`config.mk`:
```
export PLATFORM = sky130hd
export DESIGN_NAME = uart_matrix_parser_flat
export DESIGN_NICKNAME = d
export VERILOG_FILES = /design/src/rtl/uart_matrix_parser_if.sv /design/src/rtl/uart_matrix_parser.sv /design/src/flat_wrapper.sv
export SDC_FILE = /design/constraint.sdc
export NUM_CORES = 1
export LEC_CHECK = 0
export BUFFER_PORTS_ARGS = -buffer_cell sky130_fd_sc_hd__clkbuf_2
export CAP_MARGIN = 20
export CORE_MARGIN = 4
export CORE_UTILIZATION = 45
export CTS_CLUSTER_SIZE = 16
export DETAILED_ROUTE_END_ITERATION = 10
export MAX_ROUTING_LAYER = met4
export SLEW_MARGIN = 20
export SYNTH_ARGS = -nofsm -noshare
export SYNTH_HDL_FRONTEND = slang
export SYNTH_SLANG_ARGS = --single-unit
```
`constraint.sdc`:
```
create_clock -name clk -period 4.7 [get_ports clk]
set_clock_uncertainty 0.15 [all_clocks]
set_input_delay 0.47 -clock clk [delete_from_list [all_inputs] [get_ports clk]]
set_output_delay 0.47 -clock clk [all_outputs]
set_load 0.02 [all_outputs]
```
`src/rtl/uart_matrix_parser_if.sv`:
```
// Byte-in / matrix-out bundle between the UART receive path, the matrix parser and matrix storage.
// The master side supplies bytes and the mode enable; the slave side (the parser) returns matrices and status.
interface uart_matrix_parser_if #(
   parameter int MAX_DIM = 5,
   parameter int ELEM_W  = 8
);
   logic                              en;
   logic                              uart_rx_done;
   logic [7:0]                        uart_rx_data;
   logic                              write_en;
   logic [2:0]                        mat_row;
   logic [2:0]                        mat_col;
   logic [MAX_DIM*MAX_DIM*ELEM_W-1:0] data_flow;
   logic                              busy;
   logic                              err;
   logic [1:0]                        err_code;

   modport master (
      output en, uart_rx_done, uart_rx_data,
      input  write_en, mat_row, mat_col, data_flow, busy, err, err_code
   );

   modport slave (
      input  en, uart_rx_done, uart_rx_data,
      output write_en, mat_row, mat_col, data_flow, busy, err, err_code
   );
endinterface

```
`src/rtl/uart_matrix_parser.sv`:
```
// Parses an ASCII stream of decimal tokens (rows, cols, then row-major elements) into a complete
// matrix and presents it to storage with a single write_en pulse.
module uart_matrix_parser #(
   parameter int MAX_DIM = 5,
   parameter int ELEM_W  = 8
) (
   input logic                 clk,
   input logic                 rst,
   uart_matrix_parser_if.slave bus
);
   localparam int N_SLOTS = MAX_DIM * MAX_DIM;
   localparam int DF_W    = N_SLOTS * ELEM_W;
   localparam int ACC_W   = ELEM_W + 4;
   localparam int MUL_W   = ACC_W + 4;
   localparam int CNT_W   = 6;
   localparam logic [ACC_W-1:0] ACC_MAX  = {ACC_W{1'b1}};
   localparam logic [ACC_W-1:0] ELEM_MAX = {{4{1'b0}}, {ELEM_W{1'b1}}};
   localparam logic [ACC_W-1:0] DIM_MAX  = ACC_W'(MAX_DIM);

   typedef enum logic [2:0] {
      ST_IDLE,
      ST_GET_ROW,
      ST_GET_COL,
      ST_GET_ELEM,
      ST_ERR_SYNC
   } state_t;

   state_t            state_reg, state_next;
   logic [ACC_W-1:0]  acc_reg, acc_next;
   logic              pend_reg, pend_next;
   logic [2:0]        rows_reg, rows_next;
   logic [2:0]        cols_reg, cols_next;
   logic [CNT_W-1:0]  cnt_reg, cnt_next;
   logic [DF_W-1:0]   stage_reg, stage_next;
   logic              write_en_reg, write_en_next;
   logic [2:0]        mat_row_reg, mat_row_next;
   logic [2:0]        mat_col_reg, mat_col_next;
   logic [DF_W-1:0]   data_flow_reg, data_flow_next;
   logic              busy_reg, busy_next;
   logic              err_reg, err_next;
   logic [1:0]        err_code_reg, err_code_next;

   logic              rx_valid;
   logic              is_digit;
   logic              is_sep;
   logic [3:0]        digit;
   logic [MUL_W-1:0]  acc_calc;
   logic [ACC_W-1:0]  acc_sat;
   logic              dim_ok;
   logic [CNT_W-1:0]  total_slots;
   logic [CNT_W-1:0]  cnt_inc;
   logic [DF_W-1:0]   stage_fill;
   logic              err_hit;
   logic [1:0]        err_sel;

   assign rx_valid    = bus.uart_rx_done & bus.en;
   assign is_digit    = (bus.uart_rx_data >= 8'h30) && (bus.uart_rx_data <= 8'h39);
   assign is_sep      = (bus.uart_rx_data == 8'h20) || (bus.uart_rx_data == 8'h0D) ||
                        (bus.uart_rx_data == 8'h0A);
   assign digit       = bus.uart_rx_data[3:0];
   assign acc_calc    = MUL_W'(acc_reg) * MUL_W'(10) + MUL_W'(digit);
   assign acc_sat     = (acc_calc > MUL_W'(ACC_MAX)) ? ACC_MAX : acc_calc[ACC_W-1:0];
   assign dim_ok      = (acc_reg != '0) && (acc_reg <= DIM_MAX);
   assign total_slots = CNT_W'(rows_reg) * CNT_W'(cols_reg);
   assign cnt_inc     = cnt_reg + CNT_W'(1);

   // Staging buffer with the just-terminated element merged in, so a commit captures it directly.
   genvar gi;
   generate
      for (gi = 0; gi < N_SLOTS; gi++) begin : g_slot
         assign stage_fill[gi*ELEM_W +: ELEM_W] = (cnt_reg == CNT_W'(gi)) ?
                                                  acc_reg[ELEM_W-1:0] :
                                                  stage_reg[gi*ELEM_W +: ELEM_W];
      end
   endgenerate

   always_comb begin
      state_next     = state_reg;
      acc_next       = acc_reg;
      pend_next      = pend_reg;
      rows_next      = rows_reg;
      cols_next      = cols_reg;
      cnt_next       = cnt_reg;
      stage_next     = stage_reg;
      write_en_next  = 1'b0;
      mat_row_next   = mat_row_reg;
      mat_col_next   = mat_col_reg;
      data_flow_next = data_flow_reg;
      busy_next      = busy_reg;
      err_next       = 1'b0;
      err_code_next  = err_code_reg;
      err_hit        = 1'b0;
      err_sel        = 2'd0;

      if (!bus.en) begin
         // Leaving input mode drops any partial matrix silently; committed outputs stay.
         state_next = ST_IDLE;
         acc_next   = '0;
         pend_next  = 1'b0;
         cnt_next   = '0;
         busy_next  = 1'b0;
      end else begin
         case (state_reg)
            ST_IDLE: state_next = ST_GET_ROW;
            ST_ERR_SYNC: begin
               if (rx_valid && (bus.uart_rx_data == 8'h0A)) state_next = ST_GET_ROW;
            end
            default: begin
               if (rx_valid) begin
                  if (is_digit) begin
                     acc_next  = acc_sat;
                     pend_next = 1'b1;
                     if (state_reg == ST_GET_ROW) busy_next = 1'b1;
                  end else if (is_sep) begin
                     if (pend_reg) begin
                        acc_next  = '0;
                        pend_next = 1'b0;
                        case (state_reg)
                           ST_GET_ROW: begin
                              if (dim_ok) begin
                                 rows_next  = acc_reg[2:0];
                                 state_next = ST_GET_COL;
                              end else begin
                                 err_hit = 1'b1;
                                 err_sel = 2'd2;
                              end
                           end
                           ST_GET_COL: begin
                              if (dim_ok) begin
                                 cols_next  = acc_reg[2:0];
                                 cnt_next   = '0;
                                 stage_next = '0;
                                 state_next = ST_GET_ELEM;
                              end else begin
                                 err_hit = 1'b1;
                                 err_sel = 2'd2;
                              end
                           end
                           ST_GET_ELEM: begin
                              if (acc_reg > ELEM_MAX) begin
                                 err_hit = 1'b1;
                                 err_sel = 2'd3;
                              end else if (cnt_inc == total_slots) begin
                                 write_en_next  = 1'b1;
                                 mat_row_next   = rows_reg;
                                 mat_col_next   = cols_reg;
                                 data_flow_next = stage_fill;
                                 cnt_next       = '0;
                                 busy_next      = 1'b0;
                                 state_next     = ST_GET_ROW;
                              end else begin
                                 stage_next = stage_fill;
                                 cnt_next   = cnt_inc;
                              end
                           end
                           default: ;
                        endcase
                     end
                  end else begin
                     err_hit = 1'b1;
                     err_sel = 2'd1;
                  end
               end
            end
         endcase

         if (err_hit) begin
            err_next      = 1'b1;
            err_code_next = err_sel;
            state_next    = ST_ERR_SYNC;
            busy_next     = 1'b0;
            acc_next      = '0;
            pend_next     = 1'b0;
            cnt_next      = '0;
         end
      end
   end

   always_ff @(posedge clk) begin
      if (rst) begin
         state_reg     <= ST_IDLE;
         acc_reg       <= '0;
         pend_reg      <= 1'b0;
         rows_reg      <= '0;
         cols_reg      <= '0;
         cnt_reg       <= '0;
         stage_reg     <= '0;
         write_en_reg  <= 1'b0;
         mat_row_reg   <= '0;
         mat_col_reg   <= '0;
         data_flow_reg <= '0;
         busy_reg      <= 1'b0;
         err_reg       <= 1'b0;
         err_code_reg  <= '0;
      end else begin
         state_reg     <= state_next;
         acc_reg       <= acc_next;
         pend_reg      <= pend_next;
         rows_reg      <= rows_next;
         cols_reg      <= cols_next;
         cnt_reg       <= cnt_next;
         stage_reg     <= stage_next;
         write_en_reg  <= write_en_next;
         mat_row_reg   <= mat_row_next;
         mat_col_reg   <= mat_col_next;
         data_flow_reg <= data_flow_next;
         busy_reg      <= busy_next;
         err_reg       <= err_next;
         err_code_reg  <= err_code_next;
      end
   end

   assign bus.write_en  = write_en_reg;
   assign bus.mat_row   = mat_row_reg;
   assign bus.mat_col   = mat_col_reg;
   assign bus.data_flow = data_flow_reg;
   assign bus.busy      = busy_reg;
   assign bus.err       = err_reg;
   assign bus.err_code  = err_code_reg;
endmodule
```
`src/flat_wrapper.sv`:
```
// flat-port wrapper written by rule: the top's interface ports become plain ports
module uart_matrix_parser_flat 
#(
   parameter int MAX_DIM = 5,
   parameter int ELEM_W  = 8
)
  (clk, rst, bus_en, bus_uart_rx_done, bus_uart_rx_data, bus_write_en, bus_mat_row, bus_mat_col, bus_data_flow, bus_busy, bus_err, bus_err_code);
  uart_matrix_parser_if #(.MAX_DIM(MAX_DIM), .ELEM_W(ELEM_W)) bus_i ();
  input logic clk;
  input logic rst;
  input wire logic [$bits(bus_i.en)-1:0] bus_en;
  input wire logic [$bits(bus_i.uart_rx_done)-1:0] bus_uart_rx_done;
  input wire logic [$bits(bus_i.uart_rx_data)-1:0] bus_uart_rx_data;
  output wire logic [$bits(bus_i.write_en)-1:0] bus_write_en;
  output wire logic [$bits(bus_i.mat_row)-1:0] bus_mat_row;
  output wire logic [$bits(bus_i.mat_col)-1:0] bus_mat_col;
  output wire logic [$bits(bus_i.data_flow)-1:0] bus_data_flow;
  output wire logic [$bits(bus_i.busy)-1:0] bus_busy;
  output wire logic [$bits(bus_i.err)-1:0] bus_err;
  output wire logic [$bits(bus_i.err_code)-1:0] bus_err_code;
  assign bus_i.en = bus_en;
  assign bus_i.uart_rx_done = bus_uart_rx_done;
  assign bus_i.uart_rx_data = bus_uart_rx_data;
  assign bus_write_en = bus_i.write_en;
  assign bus_mat_row = bus_i.mat_row;
  assign bus_mat_col = bus_i.mat_col;
  assign bus_data_flow = bus_i.data_flow;
  assign bus_busy = bus_i.busy;
  assign bus_err = bus_i.err;
  assign bus_err_code = bus_i.err_code;
  uart_matrix_parser #(.MAX_DIM(MAX_DIM), .ELEM_W(ELEM_W)) u_core (.clk(clk), .rst(rst), .bus(bus_i));
endmodule
```
==> results.ini <==
[detailed_routing]
routed_wirelength_um = 58900
vias_per_cell = 5.79
drc = 0
vias = 16100
ant_nets = 0
drtIter0Drc = 1255
drtPass1Iterations = 5
avgRoutedWirePerCell_um = 21.1

[yosys]
yosys.area_share.simple_pct = 9.27
synth_top_cell_by_area = dfxtp_1
synth_area_leaders = dfxtp_1 45%, mux2i_1 11%, o32ai_1 9.0%
synth.avg_cell_area_um2 = 9.54
netlist_area_um2 = 19600
yosys_warnings = 0
synth_edf_count = 0
yosys.area.top_type_share_pct = 44.9
synth_cells = 2053
synth_top_family_by_area = compound AO/OA/AOI/OAI gates
syn-num-nets = 2101
ys_ff_latch = 439
synth_xor_area_share_pct = 1.10
synth.area.mux_share_pct = 10.8
synth_compound_area_share_pct = 23.5
yosysUniqueCellTypes = 70
synth_ff_type = dfxtp_1
synthAdderAreaFrac_pct = 2.45
yosysSeqAreaShare_pct = 44.9
postSynth.asyncResetShare_pct = 0

[global_route]
antenna_found_initial = 0
grt_pass1_wl_um = 90100
grt-ovfl-total = 0
grt_pass1_vias = 15200
grt_max_degree = 193
grt_use_total_pct = 24.8

[clocking]
cts_hold_buf = 0
clock_path_buffers = 3
cts_buffers = 46
tritoncts = yes
cts.htree.levels = 2
cts-resized-gates = 0
clk_latency_ns = 0.57
cts_root_buf = clkbuf_16
clk_pin_slew_ns = 0.06
clock-sinks = 439
post_cts_buffers = 0

[floorplan]
die_h_um = 217
rows = 76
die_x_um = 217
coreArea_um2 = 43100
pin_count = 223
dieArea_um2 = 46900
start_util_pct = 45.5

[worst_setup_path]
worst_setup_path_start_kind = flip-flop
cpPeakStageDelay_ns = 0.89
arrival_ns = 4.58
cp_cell_sequence = and2_1 > fa_1 > ha_1 > a21o_1 > a21oi_1 > xnor3_1 > a21boi_4 > nand3_1 > o32ai_1
path_max_fanout = 27
reg2reg_depth = 9
cp_top_family = compound AO/OA/AOI/OAI gates
critPathKind = reg -> reg
crit_buf_inv = 0
reg2reg_to = u_core.stage_reg[30]$_SDFFE_PP0P_
critPathSlowestCell = a21boi_4
required_ns = 5.02
rrSetupSlack_ns = 0.44
rr_startpoint = u_core.cols_reg[2]$_SDFFE_PP0P_
crit_path_end_kind = flip-flop

[layout]
synthToLayoutAreaGrowth_pct = 14.5
drive_gt1_share_pct = 17.0
nNetsFinal = 2224
n_fill_cell = 4051
final_cell_area_um2 = 22400
diodes = 0

[timing]
grt_setup_unrepaired = no
max_freq_ghz = 0.235
setup_tns_ns = 0
relSlewSlack_pct = 25.9
hold_viol = 0
min_period_ns = 4.26
setup_viol = 0
period_share_pct = 90.6
worstMarginPinSlew_ns = 1.10
finalMaxSlewViolations = 0

[power]
powerDensity_nw_per_um2 = 325
irDropWorstVdd_mv = 0.190
p_leak_nw = 8.62

[placement]
gp_congestion = 0.872
io_buffers = 222
post-dp-hpwl_um = 36400
place_area_um2 = 21000

[hold_path]
hold_path_depth = 3
holdPathEnd = u_core.state_reg[2]$_SDFFE_PP0P_
hp-class = in -> reg
min-delay-start = bus_en

[flow_run]
cap_violations = 0

[run_status]
status = finished, final reports clean

## cell usage in the layout, fill, tap and decap left out, types with 5 or more instances in the layout
| cell type | instances |
|---|---|
| buf_12 | 5 |
| nand2b_2 | 8 |
| nand2_1 | 41 |
| and2_1 | 9 |
| nand4_1 | 10 |
| nor2_1 | 235 |
| a31oi_1 | 10 |
| a21oi_1 | 32 |
| or3_1 | 6 |
| o32ai_1 | 201 |
| o21ai_0 | 19 |
| mux2i_1 | 211 |
| nor3_1 | 19 |
| buf_4 | 26 |
| xnor2_1 | 13 |
| clkbuf_1 | 9 |
| a211oi_1 | 223 |
| clkbuf_16 | 46 |
| clkbuf_8 | 13 |
| nand2b_1 | 6 |
| and3_1 | 5 |
| inv_1 | 213 |
| a21o_1 | 6 |
| nand3_1 | 34 |
| dfxtp_1 | 431 |
| dfxtp_2 | 8 |
| a31oi_4 | 20 |
| ha_1 | 32 |
| clkbuf_2 | 221 |
## layout make-up
cell class,instances,area [um^2],share of cell area (%)
multi-input cells,1223,9270,41.3
well taps,585,732,3.26
repair buffers,253,1420,6.31
clock inverters,7,56.3,0.251
flip-flops and latches,439,8800,39.2
inverters,213,800,3.56
clock buffers,68,1360,6.08
## where the power goes
| group | switching, W | internal, W |
|---|---|---|
| Clock | 0.00148 | 0.00199 |
| Combinational | 0.0000806 | 0.0000186 |
| Sequential | 0.00000216 | 0.00372 |
| Total | 0.00156 | 0.00573 |
## kinds of logic (layout without fill, tap and decap cells)
logic type      count (synthesis)  count (layout)
mux                           212             212
simple gates                  404             404
buf+inv                       391             541
flops                         439             439
fa+ha+maj                      36              36
xor+xnor                       20              20
compound gates                551             551
## per-layer routing
metal  global-route usage [%]  wire length [um]  up-vias
li1                         -                 -     7818
met1                     34.0             27200     7760
met2                     38.7             26900      469
met3                     4.00              3470      100
met4                     5.63              1290        0
met5                        -                 0        -
## worst max path at each step
stage | from | endpoint | slack [ns] | cells past startpoint
final | u_core.cols_reg[2]$_SDFFE_PP0P_ | u_core.stage_reg[30]$_SDFFE_PP0P_ | 0.44 | 9
after global routing | u_core.cols_reg[1]$_SDFFE_PP0P_ | u_core.bus.data_flow[74]$_SDFFE_PP0P_ | 0.25 | 11
after CTS | u_core.rows_reg[0]$_SDFFE_PP0P_ | u_core.bus.data_flow[74]$_SDFFE_PP0P_ | 0.53 | 11
after detailed placement | u_core.cols_reg[2]$_SDFFE_PP0P_ | u_core.stage_reg[190]$_SDFFE_PP0P_ | 0.57 | 9
after global placement | u_core.cols_reg[0]$_SDFFE_PP0P_ | u_core.bus.data_flow[40]$_SDFFE_PP0P_ | 0.65 | 12
after floorplan | u_core.cols_reg[2]$_SDFFE_PP0P_ | u_core.stage_reg[120]$_SDFFE_PP0P_ | 1.04 | 11
## tightest hold or removal path, stage by stage
cell	delay, ns
clkbuf_2	0.13
nand2b_1	0.13
a21oi_1	0.05
## Yosys cell counts, types with 4 or more instances
cell / n
nand4_1: 10
dfxtp_1: 439
o211ai_1: 4
xor2_1: 4
o32ai_1: 201
a21o_1: 6
nand2b_1: 14
nor4_1: 4
buf_2: 50
inv_1: 213
buf_4: 4
clkbuf_1: 111
nand2_1: 42
a211oi_1: 223
and3_1: 5
buf_1: 11
a221oi_1: 4
xnor2_1: 13
mux2i_1: 211
nand3_1: 34
ha_1: 32
a31oi_4: 20
fa_1: 4
o21ai_0: 19
nor3b_1: 4
a22oi_1: 4
and2_1: 9
or3_1: 6
nor3_1: 20
nor2_1: 235
a31oi_1: 10
a21oi_1: 32
or2_2: 4
## through the flow
stage	instances	total power, W	setup WS, ns	util, %	hold WS [ns]
after floorplan	2053	0.00388	1.04	-	0.306
after global placement	2713	0.00390	0.645	48.8	0.313
after detailed placement	2713	0.00390	0.573	48.8	0.319
after CTS	2788	0.00736	0.529	52.1	0.0911
after global routing	2788	0.00752	0.247	52.1	0.127
final	2788	0.00729	0.441	52.1	0.119
Power figures use the tool's default switching activity.
